$ cat src/rtl/decode_queue_pkg.sv
// decode_queue_pkg: shared definitions for the RV32I decode queue.
//   - RV32I major opcode constants
//   - op_e: 5-bit micro-op code (OpNop marks illegal/empty)
//   - dec_t: decoder output fields; entry_t: one queue slot (decode + illegal + PC)
package decode_queue_pkg;

    localparam logic [6:0] LD_OP    = 7'b0000011;
    localparam logic [6:0] ST_OP    = 7'b0100011;
    localparam logic [6:0] BR_OP    = 7'b1100011;
    localparam logic [6:0] BIN_OP   = 7'b0110011;
    localparam logic [6:0] IMM_OP   = 7'b0010011;
    localparam logic [6:0] JAL_OP   = 7'b1101111;
    localparam logic [6:0] JALR_OP  = 7'b1100111;
    localparam logic [6:0] AUIPC_OP = 7'b0010111;
    localparam logic [6:0] LUI_OP   = 7'b0110111;

    typedef enum logic [4:0] {
        OpNop, OpAdd, OpSub, OpSll, OpSlt, OpSltu, OpXor, OpSrl, OpSra, OpOr, OpAnd,
        OpBeq, OpBne, OpBlt, OpBge, OpBltu, OpBgeu,
        OpLb, OpLh, OpLw, OpLbu, OpLhu, OpSb, OpSh, OpSw,
        OpJal, OpJalr, OpLui, OpAuipc
    } op_e;

    typedef struct packed {
        op_e         op;
        logic        branch;
        logic        ls;
        logic        use_imm;
        logic        jalr;
        logic [4:0]  rd;
        logic [4:0]  rs1;
        logic [4:0]  rs2;
        logic [31:0] imm;
    } dec_t;

    typedef struct packed {
        dec_t        dec;
        logic        illegal;
        logic [31:0] pc;
    } entry_t;

endpackage

$ cat src/rtl/decode_queue_if.sv
// decode_queue_if: fetch-side and dispatch-side handshakes of the decode queue.
//   master: producer/consumer side (drives in_*, out_ready)
//   slave : the queue (drives in_ready, out_*, count)
interface decode_queue_if
    import decode_queue_pkg::*;
#(
    parameter int unsigned DEPTH = 4
);
    localparam int unsigned PTR_W = $clog2(DEPTH);

    logic             in_valid;
    logic             in_ready;
    logic [31:0]      in_inst;
    logic [31:0]      in_pc;
    logic             out_valid;
    logic             out_ready;
    op_e              out_op;
    logic             out_branch;
    logic             out_ls;
    logic             out_use_imm;
    logic             out_jalr;
    logic             out_illegal;
    logic [4:0]       out_rd;
    logic [4:0]       out_rs1;
    logic [4:0]       out_rs2;
    logic [31:0]      out_imm;
    logic [31:0]      out_pc;
    logic [PTR_W:0]   count;

    modport master (
        output in_valid, in_inst, in_pc, out_ready,
        input  in_ready, out_valid, out_op, out_branch, out_ls, out_use_imm, out_jalr,
               out_illegal, out_rd, out_rs1, out_rs2, out_imm, out_pc, count
    );

    modport slave (
        input  in_valid, in_inst, in_pc, out_ready,
        output in_ready, out_valid, out_op, out_branch, out_ls, out_use_imm, out_jalr,
               out_illegal, out_rd, out_rs1, out_rs2, out_imm, out_pc, count
    );

endinterface

$ cat src/rtl/rv32i_decode_comb.sv
// rv32i_decode_comb: purely combinational RV32I decoder.
//   inst    : raw 32-bit instruction
//   dec     : decoded micro-op fields
//   illegal : instruction is not legal RV32I (dec then carries a NOP with zero imm)
module rv32i_decode_comb
    import decode_queue_pkg::*;
(
    input  logic [31:0] inst,
    output dec_t        dec,
    output logic        illegal
);

    logic [6:0]  opcode;
    logic [2:0]  funct3;
    logic [6:0]  funct7;
    logic [31:0] imm_i, imm_s, imm_b, imm_j, imm_u, imm_sh;

    assign opcode = inst[6:0];
    assign funct3 = inst[14:12];
    assign funct7 = inst[31:25];
    assign imm_i  = {{20{inst[31]}}, inst[31:20]};
    assign imm_s  = {{20{inst[31]}}, inst[31:25], inst[11:7]};
    assign imm_b  = {{19{inst[31]}}, inst[31], inst[7], inst[30:25], inst[11:8], 1'b0};
    assign imm_j  = {{11{inst[31]}}, inst[31], inst[19:12], inst[20], inst[30:21], 1'b0};
    assign imm_u  = {inst[31:12], 12'b0};
    assign imm_sh = {27'b0, inst[24:20]};

    always_comb begin
        dec     = '0;
        illegal = 1'b0;
        dec.op  = OpNop;
        dec.rd  = inst[11:7];
        dec.rs1 = inst[19:15];
        dec.rs2 = inst[24:20];

        case (opcode)
            BIN_OP: begin
                case (funct3)
                    3'b000:  dec.op = funct7[5] ? OpSub : OpAdd;
                    3'b001:  dec.op = OpSll;
                    3'b010:  dec.op = OpSlt;
                    3'b011:  dec.op = OpSltu;
                    3'b100:  dec.op = OpXor;
                    3'b101:  dec.op = funct7[5] ? OpSra : OpSrl;
                    3'b110:  dec.op = OpOr;
                    default: dec.op = OpAnd;
                endcase
                // The alternate funct7 only selects SUB and SRA.
                if (funct7 == 7'b0000000) begin
                    illegal = 1'b0;
                end else if (funct7 == 7'b0100000 && (funct3 == 3'b000 || funct3 == 3'b101)) begin
                    illegal = 1'b0;
                end else begin
                    illegal = 1'b1;
                end
            end
            IMM_OP: begin
                dec.use_imm = 1'b1;
                dec.imm     = imm_i;
                case (funct3)
                    3'b000: dec.op = OpAdd;
                    3'b010: dec.op = OpSlt;
                    3'b011: dec.op = OpSltu;
                    3'b100: dec.op = OpXor;
                    3'b110: dec.op = OpOr;
                    3'b111: dec.op = OpAnd;
                    3'b001: begin
                        dec.op  = OpSll;
                        dec.imm = imm_sh;
                        illegal = (funct7 != 7'b0000000);
                    end
                    default: begin
                        dec.op  = funct7[5] ? OpSra : OpSrl;
                        dec.imm = imm_sh;
                        illegal = (funct7 != 7'b0000000) && (funct7 != 7'b0100000);
                    end
                endcase
            end
            LD_OP: begin
                dec.ls      = 1'b1;
                dec.use_imm = 1'b1;
                dec.imm     = imm_i;
                case (funct3)
                    3'b000:  dec.op = OpLb;
                    3'b001:  dec.op = OpLh;
                    3'b010:  dec.op = OpLw;
                    3'b100:  dec.op = OpLbu;
                    3'b101:  dec.op = OpLhu;
                    default: illegal = 1'b1;
                endcase
            end
            ST_OP: begin
                dec.ls      = 1'b1;
                dec.use_imm = 1'b1;
                dec.imm     = imm_s;
                case (funct3)
                    3'b000:  dec.op = OpSb;
                    3'b001:  dec.op = OpSh;
                    3'b010:  dec.op = OpSw;
                    default: illegal = 1'b1;
                endcase
            end
            BR_OP: begin
                dec.branch  = 1'b1;
                dec.use_imm = 1'b1;
                dec.imm     = imm_b;
                case (funct3)
                    3'b000:  dec.op = OpBeq;
                    3'b001:  dec.op = OpBne;
                    3'b100:  dec.op = OpBlt;
                    3'b101:  dec.op = OpBge;
                    3'b110:  dec.op = OpBltu;
                    3'b111:  dec.op = OpBgeu;
                    default: illegal = 1'b1;
                endcase
            end
            JAL_OP: begin
                dec.op      = OpJal;
                dec.use_imm = 1'b1;
                dec.imm     = imm_j;
            end
            JALR_OP: begin
                dec.op      = OpJalr;
                dec.jalr    = 1'b1;
                dec.use_imm = 1'b1;
                dec.imm     = imm_i;
                illegal     = (funct3 != 3'b000);
            end
            LUI_OP: begin
                dec.op      = OpLui;
                dec.use_imm = 1'b1;
                dec.imm     = imm_u;
            end
            AUIPC_OP: begin
                dec.op      = OpAuipc;
                dec.use_imm = 1'b1;
                dec.imm     = imm_u;
            end
            default: illegal = 1'b1;
        endcase

        // Illegal entries still travel down the pipe as inert NOPs so the ROB can trap on them.
        if (illegal) begin
            dec.op      = OpNop;
            dec.imm     = '0;
            dec.use_imm = 1'b0;
            dec.branch  = 1'b0;
            dec.ls      = 1'b0;
            dec.jalr    = 1'b0;
        end
    end

endmodule

$ cat src/rtl/decode_queue.sv
// decode_queue: registered RV32I decode stage with a DEPTH-entry FIFO of decoded micro-ops.
//   clk_in   : clock
//   rst_in   : synchronous active-high reset (priority over flush)
//   flush_in : mispredict flush, empties the queue and drops same-cycle push/pop
//   bus      : fetch handshake (in_*), dispatch handshake (out_*), occupancy (count)
module decode_queue
    import decode_queue_pkg::*;
#(
    parameter int unsigned DEPTH = 4
) (
    input  logic           clk_in,
    input  logic           rst_in,
    input  logic           flush_in,
    decode_queue_if.slave  bus
);

    localparam int unsigned   PTR_W      = $clog2(DEPTH);
    localparam logic [PTR_W:0] FULL_COUNT = (PTR_W + 1)'(DEPTH);

    dec_t             in_dec;
    logic             in_illegal;
    entry_t           wr_entry;
    entry_t           head;
    entry_t           mem_q [DEPTH];
    logic [PTR_W-1:0] wr_ptr_q, wr_ptr_d;
    logic [PTR_W-1:0] rd_ptr_q, rd_ptr_d;
    logic [PTR_W:0]   count_q, count_d;
    logic             push, pop;

    rv32i_decode_comb u_decode (
        .inst    (bus.in_inst),
        .dec     (in_dec),
        .illegal (in_illegal)
    );

    assign wr_entry = '{dec: in_dec, illegal: in_illegal, pc: bus.in_pc};

    // Ready/valid come from registered occupancy only; a full queue never accepts.
    assign bus.in_ready  = (count_q != FULL_COUNT);
    assign bus.out_valid = (count_q != '0);

    assign push = bus.in_valid & bus.in_ready & ~flush_in;
    assign pop  = bus.out_valid & bus.out_ready & ~flush_in;

    always_comb begin
        wr_ptr_d = wr_ptr_q;
        rd_ptr_d = rd_ptr_q;
        count_d  = count_q;
        if (flush_in) begin
            wr_ptr_d = '0;
            rd_ptr_d = '0;
            count_d  = '0;
        end else begin
            if (push) wr_ptr_d = wr_ptr_q + PTR_W'(1);
            if (pop)  rd_ptr_d = rd_ptr_q + PTR_W'(1);
            case ({push, pop})
                2'b10:   count_d = count_q + (PTR_W + 1)'(1);
                2'b01:   count_d = count_q - (PTR_W + 1)'(1);
                default: count_d = count_q;
            endcase
        end
    end

    always_ff @(posedge clk_in) begin
        if (rst_in) begin
            wr_ptr_q <= '0;
            rd_ptr_q <= '0;
            count_q  <= '0;
        end else begin
            wr_ptr_q <= wr_ptr_d;
            rd_ptr_q <= rd_ptr_d;
            count_q  <= count_d;
        end
    end

    // Payload storage is not reset; outputs are don't-care while out_valid is low.
    always_ff @(posedge clk_in) begin
        if (push) mem_q[wr_ptr_q] <= wr_entry;
    end

    assign head            = mem_q[rd_ptr_q];
    assign bus.out_op      = head.dec.op;
    assign bus.out_branch  = head.dec.branch;
    assign bus.out_ls      = head.dec.ls;
    assign bus.out_use_imm = head.dec.use_imm;
    assign bus.out_jalr    = head.dec.jalr;
    assign bus.out_illegal = head.illegal;
    assign bus.out_rd      = head.dec.rd;
    assign bus.out_rs1     = head.dec.rs1;
    assign bus.out_rs2     = head.dec.rs2;
    assign bus.out_imm     = head.dec.imm;
    assign bus.out_pc      = head.pc;
    assign bus.count       = count_q;

endmodule

$ cat src/flat_wrapper.sv
// flat-port wrapper written by rule: the top's interface ports become plain ports
module decode_queue_flat import decode_queue_pkg::*;
#(
    parameter int unsigned DEPTH = 4
)
  (clk_in, rst_in, flush_in, bus_in_valid, bus_in_inst, bus_in_pc, bus_out_ready, bus_in_ready, bus_out_valid, bus_out_op, bus_out_branch, bus_out_ls, bus_out_use_imm, bus_out_jalr, bus_out_illegal, bus_out_rd, bus_out_rs1, bus_out_rs2, bus_out_imm, bus_out_pc, bus_count);
  decode_queue_if #(.DEPTH(DEPTH)) bus_i ();
  input  logic clk_in;
  input  logic rst_in;
  input  logic flush_in;
  input wire logic [$bits(bus_i.in_valid)-1:0] bus_in_valid;
  input wire logic [$bits(bus_i.in_inst)-1:0] bus_in_inst;
  input wire logic [$bits(bus_i.in_pc)-1:0] bus_in_pc;
  input wire logic [$bits(bus_i.out_ready)-1:0] bus_out_ready;
  output wire logic [$bits(bus_i.in_ready)-1:0] bus_in_ready;
  output wire logic [$bits(bus_i.out_valid)-1:0] bus_out_valid;
  output wire logic [$bits(bus_i.out_op)-1:0] bus_out_op;
  output wire logic [$bits(bus_i.out_branch)-1:0] bus_out_branch;
  output wire logic [$bits(bus_i.out_ls)-1:0] bus_out_ls;
  output wire logic [$bits(bus_i.out_use_imm)-1:0] bus_out_use_imm;
  output wire logic [$bits(bus_i.out_jalr)-1:0] bus_out_jalr;
  output wire logic [$bits(bus_i.out_illegal)-1:0] bus_out_illegal;
  output wire logic [$bits(bus_i.out_rd)-1:0] bus_out_rd;
  output wire logic [$bits(bus_i.out_rs1)-1:0] bus_out_rs1;
  output wire logic [$bits(bus_i.out_rs2)-1:0] bus_out_rs2;
  output wire logic [$bits(bus_i.out_imm)-1:0] bus_out_imm;
  output wire logic [$bits(bus_i.out_pc)-1:0] bus_out_pc;
  output wire logic [$bits(bus_i.count)-1:0] bus_count;
  assign bus_i.in_valid = bus_in_valid;
  assign bus_i.in_inst = bus_in_inst;
  assign bus_i.in_pc = bus_in_pc;
  assign bus_i.out_ready = bus_out_ready;
  assign bus_in_ready = bus_i.in_ready;
  assign bus_out_valid = bus_i.out_valid;
  assign bus_out_op = bus_i.out_op;
  assign bus_out_branch = bus_i.out_branch;
  assign bus_out_ls = bus_i.out_ls;
  assign bus_out_use_imm = bus_i.out_use_imm;
  assign bus_out_jalr = bus_i.out_jalr;
  assign bus_out_illegal = bus_i.out_illegal;
  assign bus_out_rd = bus_i.out_rd;
  assign bus_out_rs1 = bus_i.out_rs1;
  assign bus_out_rs2 = bus_i.out_rs2;
  assign bus_out_imm = bus_i.out_imm;
  assign bus_out_pc = bus_i.out_pc;
  assign bus_count = bus_i.count;
  decode_queue #(.DEPTH(DEPTH)) u_core (.clk_in(clk_in), .rst_in(rst_in), .flush_in(flush_in), .bus(bus_i));
endmodule
$ cat config.mk
export PLATFORM = sky130hd
export DESIGN_NAME = decode_queue_flat
export DESIGN_NICKNAME = d
export VERILOG_FILES = /design/src/rtl/decode_queue_pkg.sv /design/src/rtl/decode_queue_if.sv /design/src/rtl/rv32i_decode_comb.sv /design/src/rtl/decode_queue.sv /design/src/flat_wrapper.sv
export SDC_FILE = /design/constraint.sdc
export NUM_CORES = 1
export LEC_CHECK = 0
export ABC_CLOCK_PERIOD_IN_PS = 4100
export BUFFER_PORTS_ARGS = -buffer_cell sky130_fd_sc_hd__buf_2
export CAP_MARGIN = 10
export CORE_MARGIN = 2
export CORE_UTILIZATION = 50
export CTS_BUF_LIST = sky130_fd_sc_hd__clkbuf_16
export CTS_CLUSTER_SIZE = 10
export DETAILED_ROUTE_END_ITERATION = 8
export GPL_TIMING_DRIVEN = 1
export PLACE_DENSITY = 0.68
export SLEW_MARGIN = 20
export SYNTH_ARGS = -nofsm -noshare
export SYNTH_HDL_FRONTEND = slang
export SYNTH_SLANG_ARGS = --single-unit
export TNS_END_PERCENT = 30
$ cat constraint.sdc
create_clock -name clk_in -period 4.1 [get_ports clk_in]
set_input_delay 0.41 -clock clk_in [delete_from_list [all_inputs] [get_ports clk_in]]
set_output_delay 0.41 -clock clk_in [all_outputs]
set_load 0.01 [all_outputs]
==> run metrics <==
FF+latch count, synth=365; ratio of final minimum period to clock period=70.4%; number of vias per cell=5.77; gpl congestion=0.871; die width=173 um; Final Setup Violations=0; setup TNS=0 ns; leading cell types in the layout, fill and taps excluded=356 x edfxtp_1, 162 x buf_2, 89 x mux4_2, 43 x clkbuf_16, 35 x nand2_1; relative slew slack=29.2%; Critical Path Source Type=register; Port-buffer cells=162; Avg Inst Size Synth=20.3 um^2; Rows=61; Worst Setup Path Type=register to primary output; crit end category=primary output; outcome=completed; Starting DRT DRC Count=686; Die ar.=30000 um^2; first-pass GRT wire length=44200 um; Slew @ Worst Pin=1.06 ns; commonest non-fill, non-tap cell in the layout=edfxtp_1; placed instance area=15600 um^2; wire per inst=22.6 um; hold_ws=0.105 ns; CTS H-Tree Depth=2; vias in the first global route=7487; EDFF count, synth=356; height of the die=173 um; required time of the critical path=3.69 ns; fmax=346 MHz; Area growth syn-to-layout=16.9%; io pins=163; overall routed net length=28800 um; Leakage=5.48 nW; Detail Route Antenna Nets=0; drt drc=0; nets=957; clock buffer depth=3; Final HPWL DP=17700 um; Global Route Usage Sum=19.3%; Pre-Repair DR Iteration Count=5; fraction of layout cells with a size suffix above 1=37.2%; Async SR Flop Fraction=0%; final hold vios=0; crit-path max FO=31; Mapped Area=14300 um^2; post-synthesis cell count=705; CTS Hold Bufs=0; CTS resizes=0; Clock Latency Late Sink=0.53 ns; max-cap violation count=0; dpl cells=1215; skew final=0.0190 ns; core area=28000 um^2; RSZ-0062 raised after global routing=no; Period minus WS final=2.89 ns; largest net degree at the start of global routing=58; grt ovf=0; post-CTS setup buffers=0; Yosys cell types=51; Min-Delay Path Class=input port to register; Final Max Tran Viols=0; Clk pin slew, worst setup/hold paths=0.05 ns; CTS tree=done; ys flop type=edfxtp_1; Initial Util=51.2%; CP max-delay cell=dfxtp_4; initial antenna violation count=2; Pwr Density=452 nW/um^2; sequential share of the synthesized area=75.8%; Cell Chain, Critical Path=buf_4 > mux4_2 > buf_2; Via Count=7334; Clock Tree Root=clkbuf_16; post-route cell area=16800 um^2; yosys warns=0; Worst VDD drop=0.000278 V; total clock buffers created by CTS=43; Mapped Nets=780; clock sinks=365; Crit path arrival time=2.48 ns; fin cells=1272; Max stage delay on crit path=0.76 ns
[per-stage QoR]
stage	total power (W)	util [%]	worst slack (ns)
floorplan	0.00435	-	0.588
global placement	0.00447	55.7	0.889
detailed placement	0.00448	55.7	0.839
CTS	0.00764	59.8	1.11
global route	0.00781	59.8	1.05
finish	0.00758	59.8	1.21
[cells by family (layout without fill, tap and decap cells)]
kind of cell / count (synthesis) / after routing / synth area share [%]
xor gates and xnor gates: 8 / 8 / 0.489
muxes: 89 / 89 / 14.0
adders and majority gates: 6 / 6 / 0.576
DFF: 365 / 365 / 75.8
other: 0 / 1 / 0
AOI/OAI and AO/OA: 73 / 73 / 3.18
buffers and inverters: 50 / 238 / 1.62
and+or+nand+nor: 114 / 114 / 4.32
[worst max-delay path, delay by kind of cell (launching register included)]
kind | cells | cell delay [ns]
flip-flops | 1 | 0.76
multiplexers | 1 | 0.60
buffers and inverters | 2 | 0.56
[synthesized netlist by cell type, types with 3 or more instances]
library cell	number	share of area [%]
xor2_1	5	0.31
dfxtp_1	9	1.3
nor2b_1	5	0.22
or2_2	3	0.13
nand2b_1	4	0.17
nor2_1	23	0.60
clkbuf_1	21	0.55
a32oi_1	3	0.18
nand3b_1	3	0.16
buf_6	4	0.31
inv_1	7	0.18
nand2_1	35	0.92
a21oi_1	30	1.0
and2_1	4	0.17
mux4_2	89	14
a22oi_1	5	0.26
nor3_1	5	0.17
ha_1	5	0.44
o21ai_0	14	0.49
edfxtp_1	356	75
buf_2	11	0.38
nor3b_2	6	0.52
or3_1	3	0.13
nand3_1	10	0.35
a31oi_1	4	0.17
buf_1	6	0.16
xnor2_1	3	0.18
[worst paths after layout]
path	slack (ns)	cells after the start	endpoint	startpoint
worst min-delay path	0.10	1	u_core.mem_q[2][10]	bus_in_pc[10]
worst max register to register	1.69	6	u_core.mem_q[2][15]	u_core.bus.count[0]
worst min register to register	0.50	2	u_core.wr_ptr_q[1]	u_core.wr_ptr_q[1]
worst max-delay path	1.21	3	bus_out_imm[0]	register
[power by group]
part           leakage (nW)  total, W  switching (W)  internal, W
logic                  1.58  0.000265       0.000165     0.000100
registers              3.31   0.00413      0.0000114      0.00412
clock network         0.592   0.00318        0.00131      0.00186
[layout make-up]
cell class                 count  area (um^2)
fill                        2106        11200
inverter                       7         26.3
timing repair buffer         175          983
clock buffer                  43         1080
tap                          378          473
multi-input combinational    290         3240
clock inverter                13         80.1
sequential                   365        10900
antenna                        1         2.50
[state kept, by name, summed over array words and instances, names as in the netlist, named ones only]
signal and count:
u_core.wr_ptr_q 2, u_core.bus.count 3, u_core.rd_ptr_q 2, u_core.mem_q 356
[per-layer routing]
layer  share of wire, %  wire length, um  track usage [%]
met5              0.038               11                0
met4                1.4              410             4.91
met3                7.5             2160             3.93
met2                 48            13900             30.5
met1                 43            12300             28.0
No activity file was read; power rests on OpenSTA's default activity.
